--- src/rtl/l2_prog_seq.sv ---
`default_nettype none
// +--------------------------------------------------------------------------+
// | l2_prog_seq : program sequencer feeding one instruction at a time to the  |
// |               lab-2 controller. Optional watchdog: L2_SEQ_WDOG_EN.        |
// | Rev 1.0                                                                   |
// +--------------------------------------------------------------------------+
module l2_prog_seq #(
  parameter int DEPTH   = 16,
  parameter int PC_W    = 4,
  parameter int TIMEOUT = 15
) (
  input  logic            clk,
  input  logic            rst_n,
  input  logic            prog_we_i,
  input  logic [PC_W-1:0] prog_addr_i,
  input  logic [9:0]      prog_data_i,
  input  logic [PC_W:0]   prog_len_i,
  input  logic            start_i,
  input  logic            abort_i,
  input  logic [3:0]      sm_state_i,
  output logic            execute_o,
  output logic [1:0]      operation_o,
  output logic [1:0]      addr_x_o,
  output logic [1:0]      addr_y_o,
  output logic [3:0]      input_data_o,
  output logic [PC_W-1:0] pc_o,
  output logic            busy_o,
  output logic            done_o,
  output logic            err_o
);

  localparam logic [2:0] S_IDLE    = 3'd0;
  localparam logic [2:0] S_FETCH   = 3'd1;
  localparam logic [2:0] S_ISSUE   = 3'd2;
  localparam logic [2:0] S_WAIT    = 3'd3;
  localparam logic [2:0] S_RELEASE = 3'd4;
  localparam logic [2:0] S_DRAIN   = 3'd5;

  localparam logic [3:0] C_SM_IDLE = 4'b0000;
  localparam logic [3:0] C_SM_DONE = 4'b1000;

  logic [9:0]      mem_q [DEPTH];
  logic [2:0]      state_q, state_d;
  logic [PC_W-1:0] pc_q, pc_d;
  logic [PC_W:0]   len_q, len_d;
  logic [9:0]      ir_q, ir_d;
  logic            done_q, done_d;
  logic            err_q, err_d;
  logic            w_last;

  // Instruction memory is deliberately not reset; writes only land while idle.
  always_ff @(posedge clk) begin
    if (prog_we_i && (state_q == S_IDLE)) begin
      mem_q[prog_addr_i] <= prog_data_i;
    end
  end

  assign w_last = ({1'b0, pc_q} == (len_q - {{PC_W{1'b0}}, 1'b1}));

`ifdef L2_SEQ_WDOG_EN
  localparam int WD_W = $clog2(TIMEOUT + 1);
  logic [WD_W-1:0] wd_q, wd_d;
  logic            w_wd_state;
`else
  logic w_unused_timeout;
  assign w_unused_timeout = (TIMEOUT != 0);
`endif

  always_comb begin
    state_d = state_q;
    pc_d    = pc_q;
    len_d   = len_q;
    ir_d    = ir_q;
    done_d  = 1'b0;
    err_d   = err_q;
    case (state_q)
      S_IDLE: begin
        if (start_i) begin
          err_d = 1'b0;
          if (prog_len_i != '0) begin
            len_d   = prog_len_i;
            pc_d    = '0;
            state_d = S_FETCH;
          end else begin
            done_d = 1'b1;
          end
        end
      end
      S_FETCH: begin
        if (abort_i) begin
          state_d = S_DRAIN;
        end else begin
          ir_d    = mem_q[pc_q];
          state_d = S_ISSUE;
        end
      end
      S_ISSUE:  state_d = abort_i ? S_DRAIN : S_WAIT;
      S_WAIT: begin
        if (abort_i) begin
          state_d = S_DRAIN;
        end else if (sm_state_i == C_SM_DONE) begin
          state_d = S_RELEASE;
        end
      end
      S_RELEASE: begin
        // Abort outranks advancing to the next instruction.
        if (abort_i) begin
          state_d = S_DRAIN;
        end else if (sm_state_i == C_SM_IDLE) begin
          if (w_last) begin
            state_d = S_IDLE;
            done_d  = 1'b1;
          end else begin
            pc_d    = pc_q + 1'b1;
            state_d = S_FETCH;
          end
        end
      end
      S_DRAIN: begin
        if (sm_state_i == C_SM_IDLE) begin
          state_d = S_IDLE;
        end
      end
      default: state_d = S_IDLE;
    endcase

`ifdef L2_SEQ_WDOG_EN
    // Counter restarts on every state change; expiring while stuck aborts the run.
    w_wd_state = (state_q == S_WAIT) || (state_q == S_RELEASE) || (state_q == S_DRAIN);
    wd_d       = '0;
    if (w_wd_state && (state_d == state_q)) begin
      if (wd_q == WD_W'(TIMEOUT - 1)) begin
        err_d   = 1'b1;
        done_d  = 1'b0;
        state_d = S_IDLE;
      end else begin
        wd_d = wd_q + 1'b1;
      end
    end
`endif
  end

  always_ff @(posedge clk or negedge rst_n) begin
    if (!rst_n) begin
      state_q <= S_IDLE;
      pc_q    <= '0;
      len_q   <= '0;
      ir_q    <= '0;
      done_q  <= 1'b0;
      err_q   <= 1'b0;
    end else begin
      state_q <= state_d;
      pc_q    <= pc_d;
      len_q   <= len_d;
      ir_q    <= ir_d;
      done_q  <= done_d;
      err_q   <= err_d;
    end
  end

`ifdef L2_SEQ_WDOG_EN
  always_ff @(posedge clk or negedge rst_n) begin
    if (!rst_n) begin
      wd_q <= '0;
    end else begin
      wd_q <= wd_d;
    end
  end
`endif

  // Gating with abort keeps execute from ever rising once an abort is seen.
  assign execute_o    = ((state_q == S_ISSUE) || (state_q == S_WAIT)) && !abort_i;
  assign operation_o  = ir_q[9:8];
  assign addr_x_o     = ir_q[7:6];
  assign addr_y_o     = ir_q[5:4];
  assign input_data_o = ir_q[3:0];
  assign pc_o         = pc_q;
  assign busy_o       = (state_q != S_IDLE);
  assign done_o       = done_q;
  assign err_o        = err_q;

endmodule
`default_nettype wire
--- config.mk ---
export PLATFORM = sky130hd
export DESIGN_NAME = l2_prog_seq
export DESIGN_NICKNAME = d
export VERILOG_FILES = /design/src/rtl/l2_prog_seq.sv
export SDC_FILE = /design/constraint.sdc
export NUM_CORES = 1
export LEC_CHECK = 0
export CAP_MARGIN = 20
export CORE_MARGIN = 2
export CORE_UTILIZATION = 53
export DETAILED_ROUTE_END_ITERATION = 6
export MAX_ROUTING_LAYER = met4
export PLACE_DENSITY = 0.75
export SYNTH_ARGS = -nofsm -noshare
export SYNTH_HDL_FRONTEND = slang
export SYNTH_SLANG_ARGS = --single-unit
--- constraint.sdc ---
create_clock -name clk -period 2.5 [get_ports clk]
set_clock_uncertainty 0.15 [all_clocks]
set_input_delay 0.75 -clock clk [delete_from_list [all_inputs] [get_ports clk]]
set_output_delay 0.75 -clock clk [all_outputs]
set_load 0.05 [all_outputs]
==> results by group <==
Run status
  – Status: complete, no violations

Floorplan
  – I/O Pins: 46
  – Initial Utilization: a little over half
  – # rows: 43
  – Die area: between 10000 and 15000 um2
  – Core box area: between 10000 and 15000 um2
  – Die span in y: around 120 um
  – Die width: ~120 um

Setup path
  – CP max FO: 1
  – Cell family with most CP delay: buffers and inverters
  – WP buf/inv: 1
  – CP max-delay cell: clkdlybuf4s50_1
  – Critical path class: flop to output pin
  – Critical Path Start Type: flop
  – Critical path data required time: 1600 ps
  – Worst EP arrival: about 1500 ps
  – Largest stage delay, worst path: about 790 ps
  – Endpoint class of the critical path: output pin
  – Worst path cell trace: clkdlybuf4s50_1

Layout
  – Sequential cell area: about 5400 um2
  – Most common cell after layout, fill and taps aside: edfxtp_1
  – Multi-input logic area: between 1500 and 2000 um2
  – Most frequent cells in the layout: edfxtp_1, mux4_2, buf_4
  – Share of cells above drive strength 1: between 20% and 30%
  – Diode count: 0
  – Fin nets: roughly 500
  – Area grow syn2layout: 20.44%
  – Fillers: roughly 950

Synth
  – Synth Register Bits: ~180
  – Synthesized area per cell: about 19 um2
  – Synth Instances: a little under 400
  – Post-synth EDFFs: 160
  – Synth unique cells: 47
  – Post-synth top flop: edfxtp_1
  – Async SR Flop Fraction: about an eighth
  – Mapped cell area: around 7400 um2
  – Sequential share of the synthesized area: 72.35%
  – Yosys warnings: 0
  – Syn_nets: between 400 and 500

Detailed routing
  – DRT Wirelength: about 14 mm
  – Initial DRC count: 220
  – Total iterations of the first detailed-routing run: 5
  – DR vias: 3856
  – Avg WL per Cell: 21.33 um
  – Via/cell ratio: ~5.8
  – Final antenna-violating net count: 0
  – Drt drc: 0

CTS
  – CTS HTree Levels: 4
  – Reg clk slew, reported paths: about 60 ps
  – Bufs on Longest Clock Path: 2
  – CTS root buf: clkbuf_16
  – CTS Hold Buffers Added: 0
  – CTS tree: yes
  – TritonCTS Sinks: approximately 180
  – Cts bufs inserted: 17
  – Worst skew pair latency: 430 ps

Placed design
  – DP HPWL: 9.662 mm
  – # port buffers: 44
  – RePlAce Congestion: roughly 0.87

Pwr
  – Max VDD drop: between 0.4 and 0.5 mV
  – Leakage: around 3.0 nW
  – Pwr/cell area: between 800 and 900 nW/um2

STA
  – Slew headroom: a little over half
  – Final Hold Slack: between 300 and 400 ps
  – Worst slew pin tran: just over 700 ps
  – RSZ-0062 raised after global routing: false
  – Setup tns final: 0 ps
  – Final hold viol count: 0
  – Final slew viol count: 0
  – Final setup viols: 0
  – Tcrit/Tclk final: 97.35%
  – F_max: 0.4109 GHz
  – Crit path time final: 2434 ps

Global route
  – Global-route wire length before repair: around 23 mm
  – Tot GR Track Use: between 20% and 30%
  – Largest net degree at the start of global routing: 24
  – Total grt overflow: 0
  – Number of global-route vias before repair: 3988
  – Initial antenna violation count: 0

Job
  – Max_cap viols: 0

Min path
  – Hold crit path type: flop to flop
## logic make-up after synthesis
logic type | count (synthesis) | share of synthesized area [%]
XOR/XNOR | 5 | 0.5890
other | 1 | 0.05043
buffers and inverters | 27 | 2.440
multiplexers | 67 | 15.99
adder cells (fa/ha/maj) | 2 | 0.3365
AO/OA/AOI/OAI | 29 | 3.231
AND/OR/NAND/NOR | 71 | 5.015
flip-flops | 183 | 72.35
## stage by stage
stage / cells / worst slack, ps / utilization (%) / power (W) / cell area [um2]
final: 662 / 66.20 / 65.03 / 0.007976 / 8956
after global routing: 662 / 24.28 / 65.03 / 0.008313 / 8956
after CTS: 660 / 31.12 / 64.84 / 0.007996 / 8931
after detailed placement: 628 / -152.4 / 60.83 / 0.005530 / 8378
after global placement: 628 / -77.03 / 60.83 / 0.005478 / 8378
after floorplan: 385 / 11.04 / - / 0.004925 / 7441
## metal layers
metal / vias up / routed length, um / track usage (%)
met2: 120 / 7258 / 34.62
met1: 1980 / 5895 / 27.57
met4: 0 / 227 / 8.549
met5: - / 0 / -
met3: 18 / 736 / 4.554
li1: 1738 / - / -
## cell usage after synthesis, types with 2 or more instances
master | instances | area share (%)
xor2_1 | 3 | 0.35
nor3_1 | 18 | 1.2
inv_1 | 8 | 0.40
nor4b_1 | 2 | 0.24
nor2_1 | 19 | 0.96
dfrtp_1 | 23 | 7.7
mux2i_1 | 13 | 1.7
nand2_1 | 10 | 0.50
ha_1 | 2 | 0.34
clkbuf_1 | 8 | 0.40
nand3_1 | 4 | 0.27
edfxtp_1 | 160 | 65
mux4_2 | 40 | 12
nand3b_1 | 2 | 0.20
buf_6 | 2 | 0.30
o31ai_1 | 2 | 0.20
nor2b_1 | 2 | 0.17
xnor2_1 | 2 | 0.24
a221o_1 | 10 | 1.3
buf_4 | 2 | 0.20
nand2b_1 | 3 | 0.25
or4_1 | 2 | 0.20
mux2_2 | 14 | 2.1
o21ai_0 | 4 | 0.27
clkbuf_8 | 4 | 0.74
a21oi_1 | 5 | 0.34
## cell type report
cell class	count	area share (%)
flip-flops and latches	183	60.11
multi-input cells	175	21.08
clock inverters	13	1.453
well taps	180	2.515
repair buffers	84	9.667
clock buffers	19	4.834
inverters	8	0.3353
## timing repair
action,in CTS,in global routing
pin swaps,1,0
gates resized for setup,13,2
endpoints found under the setup margin,11,1
buffers inserted,0,2
## where the power goes
group | internal (W) | leakage [nW] | switching (W)
logic | 0.000808 | 0.985 | 0.000959
clock network | 0.00146 | 0.266 | 0.00107
registers | 0.00351 | 1.72 | 0.000175
total | 0.00578 | 2.98 | 0.00220
## state kept, by name (all words and copies together) (netlist names)
register and count:
done_o 1, pc_o 4, mem_q 160, state_q 3, len_q 5, ir_q 10
## worst paths after layout
kind                           from        to  slack, ps  depth (start not counted)
setup / recovery             done_o    done_o         70                          1
hold / removal              ir_q[5]   ir_q[5]        360                          1
setup reg to reg           len_q[0]   pc_o[3]        150                          7
hold reg to reg             ir_q[5]   ir_q[5]        360                          1
max in group asynchronous     rst_n   pc_o[2]       1410                          2
min in group asynchronous     rst_n  len_q[3]        530                          2
No activity file was read; power rests on OpenSTA's default activity.
